$ cat src/rtl/jt10_adpcma_dec_if.sv
// Slot bus between the ADPCM-A address counter and the nibble decoder,
// carrying ROM byte and strobes in, tagged PCM sample out.
interface jt10_adpcma_dec_if;
  logic        cen;
  logic [5:0]  cur_ch;
  logic [7:0]  rom_data;
  logic        sel;
  logic        decon;
  logic        clr;
  logic [11:0] pcm;
  logic [5:0]  pcm_ch;

  modport master (
    output cen, cur_ch, rom_data, sel, decon, clr,
    input  pcm, pcm_ch
  );

  modport slave (
    input  cen, cur_ch, rom_data, sel, decon, clr,
    output pcm, pcm_ch
  );
endinterface

$ cat src/rtl/jt10_adpcma_dec.sv
// Six-slot time-multiplexed ADPCM-A nibble decoder.
// Per-channel {acc, idx} state lives in a rotating ring of registers.
module jt10_adpcma_dec #(
  parameter int CHANNELS = 6
) (
  input logic              clk,
  input logic              rst,
  jt10_adpcma_dec_if.slave bus
);

  logic [CHANNELS-1:0][11:0] acc_q, acc_d;
  logic [CHANNELS-1:0][5:0]  idx_q, idx_d;
  logic [11:0]               pcm_q, pcm_d;
  logic [5:0]                pcm_ch_q, pcm_ch_d;

  logic [11:0]       head_acc;
  logic [5:0]        head_idx;
  logic [3:0]        nib;
  logic [2:0]        mag;
  logic [10:0]       step;
  logic [14:0]       prod;
  logic [11:0]       delta;
  logic signed [6:0] adj;
  logic signed [6:0] idx_sum;
  logic [5:0]        idx_clamp;
  logic [11:0]       new_acc;
  logic [5:0]        new_idx;
  logic              unused_lsb;

  function automatic logic [10:0] step_lut(
    input logic [5:0] i
  );
    case (i)
      6'd0:  step_lut = 11'd16;
      6'd1:  step_lut = 11'd17;
      6'd2:  step_lut = 11'd19;
      6'd3:  step_lut = 11'd21;
      6'd4:  step_lut = 11'd23;
      6'd5:  step_lut = 11'd25;
      6'd6:  step_lut = 11'd28;
      6'd7:  step_lut = 11'd31;
      6'd8:  step_lut = 11'd34;
      6'd9:  step_lut = 11'd37;
      6'd10: step_lut = 11'd41;
      6'd11: step_lut = 11'd45;
      6'd12: step_lut = 11'd50;
      6'd13: step_lut = 11'd55;
      6'd14: step_lut = 11'd60;
      6'd15: step_lut = 11'd66;
      6'd16: step_lut = 11'd73;
      6'd17: step_lut = 11'd80;
      6'd18: step_lut = 11'd88;
      6'd19: step_lut = 11'd97;
      6'd20: step_lut = 11'd107;
      6'd21: step_lut = 11'd118;
      6'd22: step_lut = 11'd130;
      6'd23: step_lut = 11'd143;
      6'd24: step_lut = 11'd157;
      6'd25: step_lut = 11'd173;
      6'd26: step_lut = 11'd190;
      6'd27: step_lut = 11'd209;
      6'd28: step_lut = 11'd230;
      6'd29: step_lut = 11'd253;
      6'd30: step_lut = 11'd279;
      6'd31: step_lut = 11'd307;
      6'd32: step_lut = 11'd337;
      6'd33: step_lut = 11'd371;
      6'd34: step_lut = 11'd408;
      6'd35: step_lut = 11'd449;
      6'd36: step_lut = 11'd494;
      6'd37: step_lut = 11'd544;
      6'd38: step_lut = 11'd598;
      6'd39: step_lut = 11'd658;
      6'd40: step_lut = 11'd724;
      6'd41: step_lut = 11'd796;
      6'd42: step_lut = 11'd876;
      6'd43: step_lut = 11'd963;
      6'd44: step_lut = 11'd1060;
      6'd45: step_lut = 11'd1166;
      6'd46: step_lut = 11'd1282;
      6'd47: step_lut = 11'd1411;
      default: step_lut = 11'd1552;
    endcase
  endfunction

  // Slot datapath: the ring head always belongs to cur_ch.
  always_comb begin
    head_acc = acc_q[0];
    head_idx = idx_q[0];
    nib  = bus.sel ? bus.rom_data[3:0] : bus.rom_data[7:4];
    mag  = nib[2:0];
    step = step_lut(head_idx);
    // (2*mag+1)*step as shift-add
    prod = {4'd0, step}
         + (mag[0] ? {3'd0, step, 1'b0} : 15'd0)
         + (mag[1] ? {2'd0, step, 2'b0} : 15'd0)
         + (mag[2] ? {1'd0, step, 3'b0} : 15'd0);
    delta      = prod[14:3];
    unused_lsb = ^prod[2:0];
    unique case (mag)
      3'd4:    adj = 7'sd2;
      3'd5:    adj = 7'sd5;
      3'd6:    adj = 7'sd7;
      3'd7:    adj = 7'sd9;
      default: adj = -7'sd1;
    endcase
    idx_sum = $signed({1'b0, head_idx}) + adj;
    if (idx_sum < 7'sd0)
      idx_clamp = 6'd0;
    else if (idx_sum > 7'sd48)
      idx_clamp = 6'd48;
    else
      idx_clamp = idx_sum[5:0];
    if (bus.clr) begin
      new_acc = 12'd0;
      new_idx = 6'd0;
    end else if (bus.decon) begin
      new_acc = nib[3] ? head_acc - delta
                       : head_acc + delta;
      new_idx = idx_clamp;
    end else begin
      new_acc = head_acc;
      new_idx = head_idx;
    end
  end

  always_comb begin
    acc_d    = acc_q;
    idx_d    = idx_q;
    pcm_d    = pcm_q;
    pcm_ch_d = pcm_ch_q;
    if (bus.cen) begin
      for (int i = 0; i < CHANNELS - 1; i++) begin
        acc_d[i] = acc_q[i+1];
        idx_d[i] = idx_q[i+1];
      end
      acc_d[CHANNELS-1] = new_acc;
      idx_d[CHANNELS-1] = new_idx;
      pcm_d    = new_acc;
      pcm_ch_d = bus.cur_ch;
    end
  end

  always_ff @(posedge clk or posedge rst) begin
    if (rst) begin
      acc_q    <= '0;
      idx_q    <= '0;
      pcm_q    <= 12'd0;
      pcm_ch_q <= 6'b000001;
    end else begin
      acc_q    <= acc_d;
      idx_q    <= idx_d;
      pcm_q    <= pcm_d;
      pcm_ch_q <= pcm_ch_d;
    end
  end

  assign bus.pcm    = pcm_q;
  assign bus.pcm_ch = pcm_ch_q;

endmodule

$ cat src/flat_wrapper.sv
// flat-port wrapper written by rule: the top's interface ports become plain ports
module jt10_adpcma_dec_flat 
#(
  parameter int CHANNELS = 6
)
  (clk, rst, bus_cen, bus_cur_ch, bus_rom_data, bus_sel, bus_decon, bus_clr, bus_pcm, bus_pcm_ch);
  jt10_adpcma_dec_if bus_i ();
  input logic clk;
  input logic rst;
  input wire logic [$bits(bus_i.cen)-1:0] bus_cen;
  input wire logic [$bits(bus_i.cur_ch)-1:0] bus_cur_ch;
  input wire logic [$bits(bus_i.rom_data)-1:0] bus_rom_data;
  input wire logic [$bits(bus_i.sel)-1:0] bus_sel;
  input wire logic [$bits(bus_i.decon)-1:0] bus_decon;
  input wire logic [$bits(bus_i.clr)-1:0] bus_clr;
  output wire logic [$bits(bus_i.pcm)-1:0] bus_pcm;
  output wire logic [$bits(bus_i.pcm_ch)-1:0] bus_pcm_ch;
  assign bus_i.cen = bus_cen;
  assign bus_i.cur_ch = bus_cur_ch;
  assign bus_i.rom_data = bus_rom_data;
  assign bus_i.sel = bus_sel;
  assign bus_i.decon = bus_decon;
  assign bus_i.clr = bus_clr;
  assign bus_pcm = bus_i.pcm;
  assign bus_pcm_ch = bus_i.pcm_ch;
  jt10_adpcma_dec #(.CHANNELS(CHANNELS)) u_core (.clk(clk), .rst(rst), .bus(bus_i));
endmodule
$ cat config.mk
export PLATFORM = sky130hd
export DESIGN_NAME = jt10_adpcma_dec_flat
export DESIGN_NICKNAME = d
export VERILOG_FILES = /design/src/rtl/jt10_adpcma_dec_if.sv /design/src/rtl/jt10_adpcma_dec.sv /design/src/flat_wrapper.sv
export SDC_FILE = /design/constraint.sdc
export NUM_CORES = 1
export LEC_CHECK = 0
export BUFFER_PORTS_ARGS = -buffer_cell sky130_fd_sc_hd__buf_2
export CAP_MARGIN = 20
export CORE_UTILIZATION = 30
export CTS_BUF_LIST = sky130_fd_sc_hd__clkbuf_8
export DETAILED_ROUTE_END_ITERATION = 6
export PLACE_DENSITY = 0.44
export SLEW_MARGIN = 5
export SYNTH_ARGS = -nofsm -noshare
export SYNTH_HDL_FRONTEND = slang
export SYNTH_SLANG_ARGS = --single-unit
export TNS_END_PERCENT = 5
$ cat constraint.sdc
create_clock -name clk -period 8.5 [get_ports clk]
set_input_delay 2.55 -clock clk [delete_from_list [all_inputs] [get_ports clk]]
set_output_delay 2.55 -clock clk [all_outputs]
set_load 0.02 [all_outputs]
# ---- Word level (Yosys, flattened, before mapping)
# Memories as Yosys holds them, arrays and structs flattened.
# Cells that the tools add are included.
dict set report op_classes {
  n_mul 0
  eq_ne 4
  bitwise_logic 0
  n_div 0
  magnitude_cmp 2
  muxes 12
  n_reduce_logical 0
  add_sub_neg 6
  shift 0
}
# operator count
set ops {}
lappend ops {{two-way mux 12 bit} 4}
lappend ops {{adder 15 bit} 2}
lappend ops {{case mux 7 bit (4 select lines)} 1}
lappend ops {{two-way mux 6 bit} 4}
lappend ops {{adder 11 x 15 -> 15 bit} 1}
lappend ops {{two-way mux 14 bit} 1}
lappend ops {{two-way mux 13 bit} 1}
lappend ops {{adder 12 bit} 1}
lappend ops {{equality test 3 bit (second input constant)} 4}
lappend ops {{subtractor 12 bit} 1}
lappend ops {{adder 7 bit} 1}
lappend ops {{greater-than comparator 7 bit (second input constant)} 1}
lappend ops {{less-than comparator 7 x 1 -> 1 bit (second input constant)} 1}
lappend ops {{two-way mux 4 bit} 1}
dict set report totals {
  inputBits 20
  mem_count 1
  ram_bits 0
  reg_bits 114
  word_cells 38
  latch_bits 0
  out_inout_bits 18
  romBits 704
}
# memory depth word_bits rd rd_ports_with_merged_regs wr line
set mem_list {}
lappend mem_list {{(name not given)} 64 11 1 0 0 jt10_adpcma_dec.sv:33} ;# case (i)

# ---- Logic depth before layout (Yosys ltp)
# Gate-level depths: netlist (run 1).
dict set report logic_depth {
  word_depth 9
  ltp_mapped 35
  mapped_depth_nobuf 34
}

# ---- Worst setup path after synthesis (run 1)
# OpenSTA, ideal clock, no wires.
dict set report synth_path {
  path_type {input-to-reg}
  startpoint {in bus_sel}
  endpoint {reg u_core.acc_q[71] (netlist bit)}
  setup_ns 0.138
  path_stages 28
  required_ns 8.362
  n_path_buf 1
  path_slack_ns 0.356
  t_arrival_ns 8.006
  path_cell_list {mux2_2 -> inv_1 -> clkbuf_1 -> nor2_1 -> fa_1 -> inv_1 -> fa_1 -> inv_1 -> ha_1 -> fa_1 -> a21o_2 -> a21oi_1 -> xor2_1 -> nand2_1 -> nor2_1 -> nand2_1 -> o21ai_0 -> xor2_1 -> ha_1 -> or2_2 -> a21oi_1 -> a21oi_1 -> a21o_1 -> a21oi_1 -> xnor2_1 -> xnor2_1 -> mux2i_1 -> o311ai_1}
}
dict set report synth_between {
  elab_chain_len 9
  elab_cells_between_ends 12
  cone_classes {add/sub (5); mux (7)}
}
# element line
set synth_lines {}
lappend synth_lines {{start: declaration} flat_wrapper.sv:13} ;# input wire logic [$bits(bus_i.sel)-1:0] bus_sel;
lappend synth_lines {{two-way mux 4 bit *} jt10_adpcma_dec.sv:90} ;# nib = bus.sel ? bus.rom_data[3:0] : bus.rom_data[7:4];
lappend synth_lines {{two-way mux 12 bit} jt10_adpcma_dec.sv:95} ;# + (mag[0] ? {3'd0, step, 1'b0} : 15'd0)
lappend synth_lines {{adder 11 x 15 -> 15 bit} jt10_adpcma_dec.sv:95}
lappend synth_lines {{adder 15 bit} jt10_adpcma_dec.sv:96} ;# + (mag[1] ? {2'd0, step, 2'b0} : 15'd0)
lappend synth_lines {{adder 15 bit} jt10_adpcma_dec.sv:97} ;# + (mag[2] ? {1'd0, step, 3'b0} : 15'd0);
lappend synth_lines {{adder 12 bit or subtractor 12 bit (tied branches)} {jt10_adpcma_dec.sv:119, jt10_adpcma_dec.sv:118}}
lappend synth_lines {{two-way mux 12 bit *} jt10_adpcma_dec.sv:118} ;# new_acc = nib[3] ? head_acc - delta
lappend synth_lines {{two-way mux 12 bit *} jt10_adpcma_dec.sv:117} ;# end else if (bus.decon) begin
lappend synth_lines {{two-way mux 12 bit *} jt10_adpcma_dec.sv:114} ;# if (bus.clr) begin
lappend synth_lines {{end signal: assignment} jt10_adpcma_dec.sv:146} ;# acc_q <= '0;
lappend synth_lines {{end signal: assignment} jt10_adpcma_dec.sv:151} ;# acc_q <= acc_d;
lappend synth_lines {{end: declaration} jt10_adpcma_dec.sv:11} ;# logic [CHANNELS-1:0][11:0] acc_q, acc_d;
# Mark *: on every way between the ends. The rest lies on a longest branch, timed or not.
# A chain may end at the register's enable or synchronous reset.

# ---- Worst setup path after layout (run 1)
# Ends and elaborated chain as after synthesis.

==> results of run 1 <==
==> metal layers <==
| metal | vias up | wire (um) | GRT usage |
|---|---|---|---|
| met5 | - | 0 | 0 |
| met4 | 0 | 199 | 0.0514 |
| met3 | 13 | 358 | 0.0248 |
| met2 | 57 | 6900 | 0.205 |
| met1 | 2431 | 7850 | 0.195 |
| li1 | 2388 | - | - |
==> Yosys cell counts, types with 6 or more instances <==
cell,instances,share of area
a21o_1,10,0.010
a21oi_1,26,0.018
buf_4,12,0.013
clkbuf_1,34,0.018
dfrtp_1,113,0.39
fa_1,21,0.058
ha_1,41,0.071
inv_1,33,0.017
mux2_2,89,0.14
mux2i_1,14,0.019
nand2_1,42,0.022
nand2b_1,6,0.0052
nand3_1,7,0.0049
nor2_1,50,0.026
nor2b_1,8,0.0069
nor3_1,8,0.0056
o21ai_0,38,0.026
o2bb2ai_1,15,0.018
xnor2_1,22,0.027
xor2_1,14,0.017
==> kinds of logic after synthesis <==
| group | count (synthesis) |
|---|---|
| mux | 105 |
| buf+inv | 82 |
| compound gates | 139 |
| xor+xnor | 36 |
| simple gates | 138 |
| fa+ha+maj | 62 |
| flops | 114 |
==> how the worst max path moves through the flow <==
stage,slack [ns],endpoint,depth (start not counted),start
after global placement,0.19,u_core.acc_q[71],28,bus_sel
after floorplan,0.36,u_core.acc_q[71],28,bus_sel
after CTS,0.58,u_core.acc_q[71],28,bus_sel
after detailed placement,0.15,u_core.acc_q[71],26,bus_sel
after global routing,0.06,u_core.acc_q[71],32,u_core.head_idx[1]
final,0.51,u_core.acc_q[71],28,bus_sel
==> area by class of cell <==
cell class,count,area share
Sequential cell,114,0.356
Clock buffer,23,0.0394
Multi-Input combinational cell,480,0.498
Inverter,35,0.0167
Tap cell,319,0.0497
Timing Repair Buffer,45,0.0309
Clock inverter,6,0.00998
==> layout by cell type (no fill, tap or decap), types with 9 or more instances in the layout <==
cell type | netlist | final
dfrtp_1 | 113 | 113
mux2_2 | 89 | 89
nor2_1 | 50 | 50
nand2_1 | 42 | 42
ha_1 | 41 | 41
o21ai_0 | 38 | 38
buf_2 | 0 | 36
inv_1 | 33 | 34
a21oi_1 | 26 | 26
clkbuf_8 | 0 | 23
xnor2_1 | 22 | 22
fa_1 | 21 | 21
o2bb2ai_1 | 15 | 15
xor2_1 | 14 | 14
mux2i_1 | 14 | 14
a21o_1 | 10 | 10
buf_4 | 12 | 9
==> worst reg2reg max path: cells and delay by family (launching register included) <==
family	cells	cell delay [ns]
DFF	1	0.64
AOI/OAI and AO/OA	12	2.24
muxes	1	0.21
buffers and inverters	3	0.43
and+or+nand+nor	8	0.95
adders and majority gates	6	2.40
xor gates and xnor gates	4	0.78
==> stage by stage <==
step	hold slack, ns	util	instances	worst slack, ns
after floorplan	0.449	-	676	0.356
after global placement	0.468	0.324	993	0.192
after detailed placement	0.475	0.324	993	0.154
after CTS	0.489	0.341	1022	0.581
after global routing	0.508	0.341	1022	0.0622
final	0.481	0.341	1022	0.509
==> power by group <==
| group | total (mW) | internal (mW) | switching, mW |
|---|---|---|---|
| registers | 0.852 | 0.722 | 0.131 |
| logic | 1.89 | 0.832 | 1.06 |
| clock network | 0.504 | 0.300 | 0.204 |
==> registers in the layout, summed over array words and instances (netlist names) <==
register and cells:
u_core.acc_q 60, u_core.head_idx 6, u_core.idx_q 30, u_core.head_acc 12, u_core.bus.pcm_ch 6
==> out/qor.csv, run 1 <==
stage,metric,value,unit
critical_path,worstPathArrival,8.26,ns
logic_synthesis,synthAdderAreaFrac,0.130,
placed_design,dp_hpwl,11.0,mm
cts,clock_sinks,114,
logic_synthesis,ys_seq_elements,114,
finish,drive_above_1_share,0.252,
routing,drt_iter0_drc,192,
cts,root_buffer,clkbuf_8,
finish,final-seq-area,2850,um^2
finish,nets,775,
placed_design,placed_area,7630,um^2
floorplan,die_area,24600,um^2
logic_synthesis,netlist_instances,676,
cts,cts_buffers,17,
critical_path,worstRegToRegCells,34,
critical_path,startpoint_type,input port,
critical_path,crit_fanout,7,
critical_path,regToRegSetupSlack,0.71,ns
cts,cts_buffer_depth,2,
placed_design,place.gp.congestion,0.792,
cts,ctsHoldBuffers,0,
critical_path,crit_path_end_kind,flip-flop,
sta,worstMarginPinSlew,0.878,ns
logic_synthesis,synthFlopType,dfrtp_1,
hold_path,hp-start,u_core.idx_q[33],
hold_path,whs_endpoint,u_core.idx_q[33],
sta,setup_tns,0,ns
critical_path,crit_family,adder cells,
grt,grt_use_total,0.137,
cts,post_cts_resized,0,
routing,drt_wl_total,15.3,mm
critical_path,cp_slowest_cell,fa_1,
logic_synthesis,ys_seq_area_frac,0.396,
finish,area_growth,11.4,%
flow_run,maxCapViolations,0,
grt,antenna_found_initial,0,
logic_synthesis,yosys.area_share.xor_xnor,0.0438,
logic_synthesis,postSynth.asyncResetShare,1.00,
sta,hold_violations,0,
routing,drcViolationCount,0,
logic_synthesis,syn-cell-area,7200,um^2
sta,setup_viol,0,
logic_synthesis,synth-simple-area-share,0.0881,
logic_synthesis,synth_top_family_by_area,multiplexers,
pwr,p_leak,3.85,nW
hold_path,min_path_type,flip-flop to flip-flop,
pwr,ir_drop,0.203,mV
routing,viasPerCell,4.78,
logic_synthesis,synth_compound_area_frac,0.129,
critical_path,max_stage_delay,0.53,ns
cts,clkTransAtPathRegs,0.06,ns
logic_synthesis,yosys_warnings,0,
sta,slew_headroom,0.415,
routing,ant_nets,0,
grt,overflow,0,
pwr,total_power,3.25,mW
logic_synthesis,synth_edf_count,0,
finish,final_area,8030,um^2
logic_synthesis,synthMuxAreaShare,0.165,
floorplan,die_w,157,um
critical_path,rr_endpoint,u_core.acc_q[71],
sta,fin_crit_sh,0.940,
grt,grt_first_pass_wirelength,26.3,mm
logic_synthesis,avgSynthCellArea,10.7,um^2
finish,num_antenna_cells,0,
finish,multiInputGateArea,4000,um^2
sta,min_period,7.99,ns
critical_path,crit_type,input port to flip-flop,
critical_path,path_buf_inv,4,
sta,fmax,0.125,GHz
pwr,power.density,405,nW/um^2
critical_path,crit_required,8.77,ns
grt,grt_pass1_vias,5123,
hold_path,hold-path-cell-count,1,
cts,cts_setup_buffers,0,
floorplan,initial_core_util,0.306,
grt,grt_max_degree,69,
routing,drt_first_pass_iters,5,
routing,vias,4889,
logic_synthesis,yosysUniqueCellTypes,60,
sta,rsz0062_at_grt,no,
logic_synthesis,syn_nets,758,
cts,cts.htree.levels,4,
finish,fillers,2395,
floorplan,die_h,157,um
critical_path,worstReg2RegStart,u_core.head_idx[1],
floorplan,core_area,23500,um^2
placed_design,portBuffers,37,
cts,clk_latency,0.42,ns
sta,maxSlewViolCount,0,
cts,cts_tree,yes,
routing,wl_per_cell,15.0,um
sta,skew,0.00994,ns
critical_path,crit_top_cell,a21oi_1,
floorplan,io_pins,38,
run_status,outcome,"complete, no violations",
floorplan,rows,56,
Note: power is estimated with default switching activity, not from simulation.
==> run 2: changes to the inputs <==
==> constraint.sdc (replaced) <==
create_clock -name clk -period 8.5 [get_ports clk]
set_input_delay 0.425 -clock clk [delete_from_list [all_inputs] [get_ports clk]]
set_output_delay 0.425 -clock clk [all_outputs]
set_load 0.02 [all_outputs]
==> run 2 against run 1 <==
  * Global-route usage up 0.059 points
  * Register-to-register slack better by 0.24 ns
  * Cell area about the same
  * Die area unchanged
  * Highest routed layer unchanged
  * Sequential cell count unchanged
  * Critical endpoint unchanged
  * Critical path depth up 6
  * Via count up 1.9%
  * Utilization about the same
  * Critical path type is now flip-flop to flip-flop
  * Combinational power down 2%
  * Maximum frequency up 5.8%
  * Hold slack worse by 0.42 ns
  * First-iteration DRC count up 13%
==> out/qor.csv, run 2 (synthesis results as in run 1) <==
stage,metric,value,unit,change
cts,clock_sinks,114,,unchanged
flow_run,maxCapViolations,0,,unchanged
critical_path,cp_slowest_cell,dfrtp_1,,was fa_1
critical_path,max_stage_delay,0.63,ns,was 0.53 ns
critical_path,startpoint_type,flip-flop,,was input port
placed_design,place.gp.congestion,0.842,,was 0.792
cts,cts_buffers,17,,unchanged
routing,wl_per_cell,15.3,um,was 15.0 um
critical_path,crit_required,8.77,ns,about the same
routing,viasPerCell,4.87,,was 4.78
run_status,outcome,"complete, no violations",,unchanged
cts,cts_buffer_depth,2,,unchanged
hold_path,min_path_type,input port to async pin,,was flip-flop to flip-flop
pwr,p_leak,3.84,nW,was 3.85 nW
cts,post_cts_resized,0,,unchanged
finish,num_antenna_cells,0,,unchanged
sta,setup_viol,0,,unchanged
placed_design,dp_cells,991,,was 993
critical_path,worstRegToRegCells,34,,unchanged
grt,grt_max_degree,71,,was 69
grt,antenna_found_initial,0,,unchanged
floorplan,die_w,157,um,unchanged
critical_path,crit_fanout,14,,was 7
cts,cts_tree,yes,,unchanged
grt,grt_first_pass_wirelength,26.5,mm,was 26.3 mm
routing,drcViolationCount,0,,unchanged
cts,clk_latency,0.43,ns,was 0.42 ns
finish,most-common-layout-cells,"113 x dfrtp_1, 89 x mux2_2, 50 x nor2_1",,unchanged
sta,fmax,0.132,GHz,was 0.125 GHz
pwr,power.density,401,nW/um^2,was 405 nW/um^2
sta,hold_violations,0,,unchanged
sta,rsz0062_at_grt,no,,unchanged
routing,vias,4983,,was 4889
floorplan,core_area,23500,um^2,unchanged
floorplan,rows,56,,unchanged
finish,largest_reg_flops,60,,unchanged
placed_design,dp_hpwl,11.2,mm,was 11.0 mm
cts,root_buffer,clkbuf_8,,unchanged
sta,slew_headroom,0.400,,was 0.415
routing,drt_iter0_drc,217,,was 192
finish,layout_commonest_cell,dfrtp_1,,unchanged
finish,finish.utilization,0.341,,about the same
grt,overflow,0,,unchanged
grt,grt_use_total,0.137,,about the same
critical_path,worstPathArrival,7.82,ns,was 8.26 ns
placed_design,pre_cts_ws,1.01,ns,was 0.154 ns
critical_path,crit_path_end_kind,flip-flop,,unchanged
sta,worstMarginPinSlew,0.899,ns,was 0.878 ns
finish,regMostFlops,u_core.acc_q,,unchanged
routing,drt_first_pass_iters,4,,was 5
finish,fillers,2431,,was 2395
cts,ctsHoldBuffers,0,,unchanged
floorplan,io_pins,38,,unchanged
critical_path,crit_type,flip-flop to flip-flop,,was input port to flip-flop
finish,nets,774,,was 775
routing,drt_wl_total,15.6,mm,was 15.3 mm
critical_path,crit_top_cell,a21oi_1,,unchanged
finish,drive_above_1_share,0.252,,about the same
cts,cts.htree.levels,4,,unchanged
routing,ant_nets,0,,unchanged
floorplan,die_h,157,um,unchanged
placed_design,portBuffers,37,,unchanged
cts,cts_setup_buffers,0,,unchanged
grt,grt_pass1_vias,5166,,was 5123
finish,area_growth,11.4,%,about the same
sta,setup_ws,0.950,ns,was 0.509 ns
sta,min_period,7.55,ns,was 7.99 ns
pwr,ir_drop,0.194,mV,was 0.203 mV
cts,clkTransAtPathRegs,0.06,ns,about the same
finish,stdcell_count,1024,,was 1022
sta,setup_tns,0,ns,unchanged
sta,fin_crit_sh,0.888,,was 0.940
floorplan,die_area,24600,um^2,unchanged
sta,skew,0.0150,ns,was 0.00994 ns
floorplan,initial_core_util,0.306,,unchanged
sta,maxSlewViolCount,0,,unchanged
==> run 2: power breakdown <==
part / internal, mW / total [mW] / switching [mW]
Clock: 0.288 / 0.507 / 0.219
Sequential: 0.721 / 0.864 / 0.142
Combinational: 0.830 / 1.85 / 1.02
Total: 1.84 / 3.22 / 1.38
==> run 2: worst paths after layout <==
| kind | start | endpoint | slack (ns) |
|---|---|---|---|
| worst max-delay path | u_core.head_idx[0] | u_core.acc_q[71] | 0.95 |
| worst min-delay path | rst | u_core.bus.pcm_ch[1] | 0.07 |
| worst max register to register | u_core.head_idx[0] | u_core.acc_q[71] | 0.95 |
| worst min register to register | u_core.idx_q[35] | u_core.idx_q[35] | 0.48 |
| max in group asynchronous | rst | u_core.acc_q[54] | 7.13 |
| min in group clk | bus_cur_ch[1] | u_core.bus.pcm_ch[1] | 0.23 |
==> run 2: cell type report <==
class                      count  area (um^2)  share of cell area
clock inverter                11          113              0.0140
clock buffer                  21          289              0.0360
tap                          319          399              0.0497
inverter                      35          134              0.0167
multi-input combinational    480         4000               0.498
sequential                   114         2850               0.356
timing repair buffer          44          240              0.0299
==> run 2: per-stage QoR <==
| stage | hold slack (ns) | power, mW | instance area, um^2 |
|---|---|---|---|
| 6_report | 0.0656 | 3.22 | 8030 |
| 5_1_grt | 0.0882 | 3.55 | 8030 |
| 4_1_cts | 0.0494 | 3.27 | 8020 |
| 3_5_place_dp | 0.469 | 2.73 | 7620 |
| 3_3_place_gp | 0.467 | 2.72 | 7620 |
| 2_1_floorplan | 0.449 | 2.34 | 7200 |
==> run 2: critical path, delay by kind of cell, from the launching register on <==
| family | cells | cell delay (ns) |
|---|---|---|
| AOI/OAI and AO/OA | 12 | 2.22 |
| xor gates and xnor gates | 4 | 0.73 |
| and+or+nand+nor | 8 | 0.93 |
| muxes | 1 | 0.22 |
| DFF | 1 | 0.63 |
| adders and majority gates | 6 | 2.34 |
| buffers and inverters | 3 | 0.32 |
==> run 2: per-layer routing <==
| metal | vias to the layer above | wire length (um) | GRT usage |
|---|---|---|---|
| li1 | 2397 | - | - |
| met1 | 2491 | 7750 | 0.191 |
| met2 | 85 | 7290 | 0.217 |
| met3 | 10 | 455 | 0.0223 |
| met4 | 0 | 147 | 0.0439 |
| met5 | - | 0 | 0 |
